$ cat config.mk
export PLATFORM = sky130hd
export DESIGN_NAME = multicycle_controller
export DESIGN_NICKNAME = d
export VERILOG_FILES = /design/src/rtl/multicycle_controller.sv
export SDC_FILE = /design/constraint.sdc
export NUM_CORES = 1
export LEC_CHECK = 0
export ABC_CLOCK_PERIOD_IN_PS = 1900
export CAP_MARGIN = 20
export CORE_AREA = 2 2 39 41
export CTS_CLUSTER_DIAMETER = 80
export DETAILED_ROUTE_END_ITERATION = 10
export DIE_AREA = 0 0 41 43
export PLACE_DENSITY = 0.74
export SLEW_MARGIN = 20
export SYNTH_ARGS = -nofsm -noshare
export SYNTH_HDL_FRONTEND = slang
export SYNTH_SLANG_ARGS = --single-unit
$ cat constraint.sdc
create_clock -name clk -period 1.9 [get_ports clk]
set_input_delay 0.38 -clock clk [delete_from_list [all_inputs] [get_ports clk]]
set_output_delay 0.38 -clock clk [all_outputs]
set_load 0.005 [all_outputs]
$ cat src/rtl/multicycle_controller.sv
// Moore control unit for the multicycle stack CPU: one state per cycle, every
// datapath strobe decoded from the current state and forced low while rst is high.
module multicycle_controller (
  input  logic       clk,
  input  logic       rst,
  input  logic [2:0] opc,
  output logic [1:0] ALUOP,
  output logic       pcWriteUnCond,
  output logic       pcWriteCond,
  output logic       IorD,
  output logic       memRead,
  output logic       memWrite,
  output logic       IRWrite,
  output logic       MtoS,
  output logic       push,
  output logic       pop,
  output logic       tos,
  output logic       ldA,
  output logic       ldB,
  output logic       srcA,
  output logic       srcB,
  output logic       pcSrc,
  output logic [3:0] state
);

  typedef enum logic [3:0] {
    S_FETCH  = 4'd0,
    S_DECODE = 4'd1,
    S_POPA   = 4'd2,
    S_LDA    = 4'd3,
    S_POPB   = 4'd4,
    S_LDB    = 4'd5,
    S_EXEC   = 4'd6,
    S_WB     = 4'd7,
    S_MEMRD  = 4'd8,
    S_PUSHM  = 4'd9,
    S_MEMWR  = 4'd10,
    S_JMP    = 4'd11,
    S_TOSRD  = 4'd12,
    S_JZC    = 4'd13,
    S_ILL14  = 4'd14,
    S_ILL15  = 4'd15
  } state_t;

  state_t r_state;

  always_ff @(posedge clk or posedge rst) begin
    if (rst) begin
      r_state <= S_FETCH;
    end else begin
      case (r_state)
        S_FETCH:  r_state <= S_DECODE;
        S_DECODE: begin
          case (opc)
            3'b100:  r_state <= S_MEMRD;
            3'b110:  r_state <= S_JMP;
            3'b111:  r_state <= S_TOSRD;
            default: r_state <= S_POPA;
          endcase
        end
        S_POPA:   r_state <= S_LDA;
        S_LDA: begin
          // NOT has a single operand; POP only needs A to store it.
          if (opc == 3'b011)      r_state <= S_EXEC;
          else if (opc == 3'b101) r_state <= S_MEMWR;
          else                    r_state <= S_POPB;
        end
        S_POPB:   r_state <= S_LDB;
        S_LDB:    r_state <= S_EXEC;
        S_EXEC:   r_state <= S_WB;
        S_TOSRD:  r_state <= S_JZC;
        S_MEMRD:  r_state <= S_PUSHM;
        default:  r_state <= S_FETCH;
      endcase
    end
  end

  logic [1:0] w_aluop;
  logic       w_pcwu, w_pcwc, w_iord, w_memrd, w_memwr, w_irwr, w_mtos;
  logic       w_push, w_pop, w_tos, w_lda, w_ldb, w_srca, w_srcb, w_pcsrc;

  always_comb begin
    w_aluop = 2'b00;
    w_pcwu  = 1'b0;
    w_pcwc  = 1'b0;
    w_iord  = 1'b0;
    w_memrd = 1'b0;
    w_memwr = 1'b0;
    w_irwr  = 1'b0;
    w_mtos  = 1'b0;
    w_push  = 1'b0;
    w_pop   = 1'b0;
    w_tos   = 1'b0;
    w_lda   = 1'b0;
    w_ldb   = 1'b0;
    w_srca  = 1'b0;
    w_srcb  = 1'b0;
    w_pcsrc = 1'b0;
    case (r_state)
      S_FETCH: begin
        w_memrd = 1'b1;
        w_irwr  = 1'b1;
        w_srca  = 1'b1;
        w_srcb  = 1'b1;
        w_pcwu  = 1'b1;
      end
      S_POPA:  w_pop = 1'b1;
      S_LDA:   w_lda = 1'b1;
      S_POPB:  w_pop = 1'b1;
      S_LDB:   w_ldb = 1'b1;
      S_EXEC:  w_aluop = opc[1:0];
      S_WB:    w_push = 1'b1;
      S_MEMRD: begin
        w_iord  = 1'b1;
        w_memrd = 1'b1;
      end
      S_PUSHM: begin
        w_mtos = 1'b1;
        w_push = 1'b1;
      end
      S_MEMWR: begin
        w_iord  = 1'b1;
        w_memwr = 1'b1;
      end
      S_JMP: begin
        w_pcsrc = 1'b1;
        w_pcwu  = 1'b1;
      end
      S_TOSRD: w_tos = 1'b1;
      S_JZC: begin
        w_pcsrc = 1'b1;
        w_pcwc  = 1'b1;
      end
      default: ;
    endcase
  end

  // Gated with rst so an abandoned instruction drops its strobes without a clock.
  assign ALUOP         = w_aluop & {2{~rst}};
  assign pcWriteUnCond = w_pcwu  & ~rst;
  assign pcWriteCond   = w_pcwc  & ~rst;
  assign IorD          = w_iord  & ~rst;
  assign memRead       = w_memrd & ~rst;
  assign memWrite      = w_memwr & ~rst;
  assign IRWrite       = w_irwr  & ~rst;
  assign MtoS          = w_mtos  & ~rst;
  assign push          = w_push  & ~rst;
  assign pop           = w_pop   & ~rst;
  assign tos           = w_tos   & ~rst;
  assign ldA           = w_lda   & ~rst;
  assign ldB           = w_ldb   & ~rst;
  assign srcA          = w_srca  & ~rst;
  assign srcB          = w_srcb  & ~rst;
  assign pcSrc         = w_pcsrc & ~rst;
  assign state         = r_state;

endmodule

; Word level (Yosys, flattened, before mapping)
; Cells that the tools add are included.
[totals]
ff_bits = 4
inputBits = 5
out_inout_bits = 21
word_cells = 59
[op_classes]
eq_ne = 18
n_mux = 18
bitwise = 15
n_reduce_logical = 7
[op_table]
columns = operator, n
row1 = one-hot mux 4 bit (9 select lines), 1
row2 = "== test 4 bit, second input constant", 6
row3 = "== test 4 x 3 -> 1 bit, second input constant", 4
row4 = bitwise AND 1 bit, 13
row5 = two-way mux 1 bit, 13
row6 = "== test 3 bit, second input constant", 4
row7 = one-hot mux 4 bit (3 select lines), 1
row8 = OR reduction 2 bit, 6
row9 = "== test 4 x 2 -> 1 bit, second input constant", 2
row10 = two-way mux 4 bit, 2
row11 = "== test 4 x 1 -> 1 bit, second input constant", 1
row12 = logical NOT 4 bit, 1
row13 = "== test 3 x 2 -> 1 bit, second input constant", 1
row14 = bitwise AND 2 bit, 1
row15 = two-way mux 2 bit, 1
row16 = inverter 1 bit, 1

; Logic depth before layout (Yosys ltp)
; Gate-level depths: netlist (run 1).
[logic_depth]
ltp_word = 4
mapped_depth = 4
depth_no_buf = 3

; Worst setup path before layout (run 1)
; Ideal clock, no wire load.
[synth_path]
path_type = register to output
from = register r_state[0], in the netlist state[0]
to = output srcA
arrival_ns = 1.416
required_ns = 1.520
path_slack_ns = 0.104
path_stages_with_launch = 5
path_buffers = 2
cell_sequence = dfrtp_1 -> buf_2 -> nor2_1 -> nor4b_1 -> buf_4
[synth_between]
elab_chain_cells = 3
[synth_lines]
columns = item, line
row1 = from (decl), 45  ; state_t r_state;
row2 = from (signal assigned), 49  ; r_state <= S_FETCH;
row3 = from (signal assigned), 52  ; S_FETCH: r_state <= S_DECODE;
row4 = from (signal assigned), 55  ; 3'b100: r_state <= S_MEMRD;
row5 = logical NOT 4 bit, -
row6 = two-way mux 1 bit, -
row7 = bitwise AND 1 bit, -
row8 = to (decl), 20  ; output logic srcA,
; Every way passes these cells.

; Final worst setup path (run 1)
[layout_path]
from = register r_state[0], in the netlist state[0]
to = output tos
[layout_between]
elab_chain_cells = 3
[layout_lines]
columns = item, line
row1 = == test 4 bit, 99  ; case (r_state)
row2 = two-way mux 1 bit, 99
row3 = bitwise AND 1 bit, 149  ; assign tos = w_tos & ~rst;
row4 = to (decl), 17  ; output logic tos,
; Every way passes these cells.

==> results of run 1 <==
-- routing by layer --
| layer | GRT usage (%) | up-vias |
|---|---|---|
| met4 | 7.333 | 0 |
| met3 | 6.806 | 4 |
| met5 | 0 | - |
| li1 | - | 318 |
| met1 | 23.45 | 317 |
| met2 | 30.00 | 18 |
-- power by group through the flow --
stage / Sequential, mW / Clock (mW) / Combinational (mW)
after detailed placement: 0.179 / 0 / 0.786
after global routing: 0.188 / 0.117 / 1.18
after floorplan: 0.176 / 0 / 0.413
final: 0.180 / 0.110 / 1.12
after global placement: 0.177 / 0 / 0.772
after CTS: 0.184 / 0.110 / 0.913
-- worst min-delay path, cell delays in order --
cell      delay, ps
clkbuf_2        170
inv_1           120
buf_4           140
-- per-stage QoR --
stage               setup slack, ps  hold slack [ps]
global placement             -468.4            604.0
floorplan                     103.5            348.6
detailed placement           -419.0            616.8
global route                 -113.2            277.6
CTS                          -169.4            396.2
finish                       -34.22            241.9
-- cell families (layout without fill, tap and decap cells) --
logic type	after synthesis	in the layout
AOI/OAI and AO/OA	10	10
xor gates and xnor gates	3	3
buffers and inverters	10	59
DFF	4	4
and+or+nand+nor	32	32
-- worst max path at each step --
stage / startpoint / end / slack (ps)
floorplan: state[0]$_DFF_PP0_ / srcA / 100
global placement: rst / srcA / -470
detailed placement: rst / pop / -420
CTS: state[1]$_DFF_PP0_ / srcB / -170
global route: state[0]$_DFF_PP0_ / tos / -110
finish: state[0]$_DFF_PP0_ / tos / -30
-- what timing repair did --
action | CTS | global route
hold buffers | 0 | 0
buffers inserted | 6 | 8
resized for setup | 25 | 29
endpoints found under the hold margin | 0 | 0
pin swaps | 0 | 2
endpoints found under the setup margin | 17 | 9
-- cell type report --
type,instances,area (µm²)
Clock buffer,3,22.52
Inverter,2,7.507
Fill cell,104,419.2
Tap cell,16,20.02
Timing Repair Buffer,54,455.4
Multi-Input combinational cell,45,357.8
Sequential cell,4,101.3
-- placed cells by master (no fill, tap or decap), types with 2 or more instances in the layout --
cell	count
o21ai_0	2
nand3_1	3
nand2_1	2
buf_6	4
dfrtp_1	3
inv_1	2
nor3_2	2
nor2_2	2
nor2b_1	2
clkdlybuf4s15_1	2
nor3b_1	2
dlymetal6s2s_1	6
nor4_1	3
xnor2_1	2
a21oi_1	2
and4_1	2
nor4_2	2
dlygate4sd2_1	2
clkdlybuf4s50_1	7
buf_4	25
clkbuf_2	7
clkbuf_4	3
==> run summary, run 1 <==
Metal-1 WL: 729 µm
Pwr Total: 1.407 mW
Detailed placement HPWL: 1.013 mm
Kind of critical path: register to primary output
Clock Power Share: 7.9%
Pin count of the biggest net entering global routing: 13
Slew Limit Fails: 0
Cts bufs inserted: 3
Worst-path fanout max: 5
Residual DRC: 0
Met2 WL post-DR: 954 µm
IO Count: 26
CP peak stage delay: 410 ps
Inst Count DP: 107
CP arrival: 1550 ps
DR WL/cell: 14.37 µm
Core Region: 0.001384 mm²
Final worst slack: -34.22 ps
Starting Density: 32.91%
CTS HTree Levels: 1
GP Congestion: 0.7827
Design area: 964.7 µm²
Top post-synthesis cells by area: dfrtp_1, nor4_1, buf_2, nor2b_1, and4_1
Initial antenna violation count: 0
Clk sink count: 4
Sequential-to-total area share from yosys stat: 21.98%
R2R setup slack: 240 ps
EDFF count, synth: 0
Instance count on the critical path: 4
ANT cells: 0
Post-Syn Nets: 64
Slowest CP cell: dfrtp_1
First-pass GRT wire length: 2.325 mm
Max Fclk: 0.5170 GHz
Post-synthesis mux area share: 0%
Via count: 657
Row count: 14
Max FFs per register: 4
Failing checks: negative setup slack
Largest family of logic cells by synthesized area: simple AND/OR/NAND/NOR gates
Sw Share: 41.26%
GR Overflow Total: 0
Final setup TNS: -34.22 ps
Die Y: 43 µm
Combinational share of power: 79.3%
Crit-path cells: buf_6 > buf_4 > nor4_1 > dlygate4sd2_1
CP Capture Type: primary output
Worst endpoint required time: 1520 ps
Root Driver: clkbuf_4
Startpoint Class: register
Endpoints failing setup: 1
Final hold vios: 0
Clock Tree Buf Depth: 2
Int Power: 0.8264 mW
Cell Count, Final, Fillers Out: 124
DR pass1 iterations: 4
Yosys cell types: 31
1st-iter DRT viols: 12
Max VDD drop: 0.0007394 V
Worst hold path class: input pin to asynchronous set/reset pin
Gr usage total: 19.35%
Max-Cap Viols: 0
Fin crit period: 1934 ps
Mapped Cells: 59
CP bufs+invs: 3
LEAKAGE: 0.5286 nW
Asr flop ratio synth: 100.0%
Warnings from Yosys: 0
PortBufs: 25
Largest area contributor in the netlist: dfrtp_1
DP Area: 788.3 µm²
Power density over cell area: 1459 mW/mm²
Net switching power: 0.5806 mW
Wirelength, routed: 1.782 mm
Commonest cells post-synth: nor4_1, buf_2, dfrtp_1
Slew @ Worst Pin: 302.5 ps
CTS tree: done
Vias in the first global route: 546
Top cell family by delay on the critical path: buffers and inverters
Reg2reg start: state[1]$_DFF_PP0_
R2R cell count: 7
Most common cell in the netlist: nor4_1
Final clock skew: 4.311 ps
Clk_lat worst skew: 240 ps
Max layer used: met4
Area added between synthesis and finish: 111.8%
CTS clk-pin slew, worst paths: 40 ps
Worst r2r dst: state[2]$_DFF_PP0_
Period utilization: 101.8%
Run status: finished, violations left
Synth Area in Compound Gates: 15.66%
WL met3: 72 µm
Syn Area/Cell: 7.719 µm²
Layout cells sized above 1: 50.93%
Post-layout util: 69.71%
Post-Synthesis Cell Area: 455.4 µm²
Layout Nets: 115
Routed Antenna Nets: 0
Slew HR: 79.65%
Sequential share of power: 12.8%
Die width: 41 µm
RSZ-0062 raised after global routing: yes
Post-Synth Simple-Gate Area: 43.96%
Adder-Cell Fraction of Synth Area: 0%
Synth top area share: 21.98%
FF+latch count, synth: 4
Die ar.: 0.001763 mm²
Ys flop type: dfrtp_1
XOR/XNOR Fraction of Synth Area: 5.769%
Via/cell ratio: 5.298
Power figures use the tool's default switching activity.
==> inputs of run 2 (changes only) <==
- RECOVER_POWER: unset -> 50
==> run summary, run 2 (synthesis gave the netlist of run 1 again) <==
Core Region: 0.001384 mm² (unchanged)
ANT cells: 0 (unchanged)
RSZ-0062 raised after global routing: yes
Met2 usage: 30.00% (unchanged)
Layout Nets: 115 (unchanged)
Instance count on the critical path: 4 (unchanged)
Via/cell ratio: 5.339 (+0.76%)
Vias in the first global route: 546 (unchanged)
PortBufs: 25 (unchanged)
Int Power: 0.8242 mW (-0.26%)
Final hold vios: 0 (unchanged)
DR pass1 iterations: 4 (unchanged)
Failing checks: negative setup slack
Kind of critical path: register to primary output
Endpoints failing setup: 1 (unchanged)
Period utilization: 102.2% (+0.35 points)
WHS: 335.8 ps (+93.86 ps)
Worst hold path class: input pin to asynchronous set/reset pin
CTS tree: done
Top Usage Layer GRT: met2
Starting Density: 32.91% (unchanged)
1st-iter DRT viols: 12 (unchanged)
Pin count of the biggest net entering global routing: 13 (unchanged)
Worst-path fanout max: 5 (unchanged)
R2R setup slack: 240 ps (about the same)
Clk sink count: 4 (unchanged)
Crit-path cells: buf_6 > buf_4 > nor4_1 > dlygate4sd2_1
Reg2reg start: state[1]$_DFF_PP0_
Final clock skew: 4.084 ps (-0.2270 ps)
IO Count: 26 (unchanged)
DR WL/cell: 14.44 µm (+0.45%)
Die ar.: 0.001763 mm² (unchanged)
Clk_lat worst skew: 240 ps (about the same)
Residual DRC: 0 (unchanged)
Power density over cell area: 1470 mW/mm² (+0.77%)
Max VDD drop: 0.0007396 V (about the same)
Die Y: 43 µm (unchanged)
Worst endpoint required time: 1520 ps (about the same)
Most common cell after layout, fill and taps aside: buf_4
Run status: finished, violations left
Via count: 662 (+0.76%)
Most frequent cells in the layout: buf_4, clkdlybuf4s50_1, clkbuf_2, dlymetal6s2s_1, buf_6
CP Capture Type: primary output
Wirelength, routed: 1.790 mm (+0.45%)
Fill count: 106 (+1.9%)
Row count: 14 (unchanged)
Die width: 41 µm (unchanged)
CTS HTree Levels: 1 (unchanged)
Post-layout util: 69.08% (-0.63 points)
Cell Count, Final, Fillers Out: 124 (unchanged)
Gr usage total: 19.35% (unchanged)
Clock Tree Buf Depth: 2 (unchanged)
Pre-CTS setup slack: -419.0 ps (unchanged)
Detailed placement HPWL: 1.013 mm (unchanged)
Startpoint Class: register
GP Congestion: 0.7827 (unchanged)
Max Fclk: 0.5152 GHz (-0.34%)
LEAKAGE: 0.5184 nW (-1.9%)
Max FFs per register: 4 (unchanged)
Worst r2r dst: state[2]$_DFF_PP0_
Sw Share: 41.34% (+0.071 points)
Area added between synthesis and finish: 109.9%
Crit path from: state[0]$_DFF_PP0_
Final worst slack: -40.90 ps (-6.680 ps)
Grt met1 use: 23.45% (unchanged)
Top cell family by delay on the critical path: buffers and inverters
Slew Limit Fails: 0 (unchanged)
First-pass GRT wire length: 2.325 mm (unchanged)
R2R cell count: 7 (unchanged)
Routed Antenna Nets: 0 (unchanged)
Slew @ Worst Pin: 454.7 ps (+152.3 ps)
Sequential share of power: 12.8% (about the same)
Slew HR: 69.68% (-10 points)
Met3 usage: 6.806% (unchanged)
Inst Count DP: 107 (unchanged)
Initial antenna violation count: 0 (unchanged)
Cts bufs inserted: 3 (unchanged)
Combinational share of power: 79.3% (about the same)
GR Overflow Total: 0 (unchanged)
Root Driver: clkbuf_4
Clock Power Share: 7.8% (about the same)
Layout cells sized above 1: 48.15% (-2.8 points)
Net switching power: 0.5808 mW (about the same)
CP arrival: 1560 ps (about the same)
CTS clk-pin slew, worst paths: 40 ps (about the same)
CP bufs+invs: 3 (unchanged)
CP peak stage delay: 410 ps (about the same)
Fin crit period: 1941 ps (+6.680 ps)
Max-Cap Viols: 0 (unchanged)
Slowest CP cell: dfrtp_1
==> run 2: cell count changes in the layout (fill, tap and decap cells not counted) <==
cell	before	now
clkbuf_1	0	3
clkbuf_2	7	6
buf_4	25	23
==> run 2: timing repair <==
item,CTS,global route
hold buffers,0,0
endpoints found under the setup margin,17,9
resized for setup,25,29
buffers inserted,6,8
pin swaps,0,2
==> run 2: worst max path at each step <==
stage,end,slack (ps)
after floorplan,srcA,100
after global placement,srcA,-470
after detailed placement,pop,-420
after CTS,srcB,-170
after global routing,tos,-110
final,tos,-40
==> run 2: tightest hold or removal path: stages <==
cell      delay [ps]
clkbuf_1         210
inv_1            140
clkbuf_1         220
==> run 2: final cells by class <==
class	instances	area (µm²)	area share (%)
multi-input combinational	45	357.8	37.43
sequential	4	101.3	10.60
inverter	2	7.507	0.7853
clock buffer	3	22.52	2.356
timing repair buffer	54	446.7	46.73
tap	16	20.02	2.094
==> run 2: metrics by stage <==
step,total power [mW],setup TNS (ps),instance area [µm²]
global placement,0.9496,-5013,788.3
floorplan,0.5896,0,455.4
finish,1.405,-40.90,955.9
CTS,1.207,-760.7,882.1
detailed placement,0.9645,-5184,788.3
global route,1.478,-300.3,955.9
==> run 2: routing by layer <==
layer	up-vias	wire length, µm	part of all wire [%]
met5	-	0	0
met4	0	25	1.4
met3	4	72	4.0
met2	18	962	54
met1	321	729	41
li1	319	-	-
==> run 2: power groups by stage <==
stage                     clock (mW)  sequential [mW]  combinational (mW)
after floorplan                    0            0.176               0.413
after global placement             0            0.177               0.772
after detailed placement           0            0.179               0.786
after CTS                      0.110            0.184               0.913
after global routing           0.117            0.188                1.17
final                          0.110            0.180                1.11
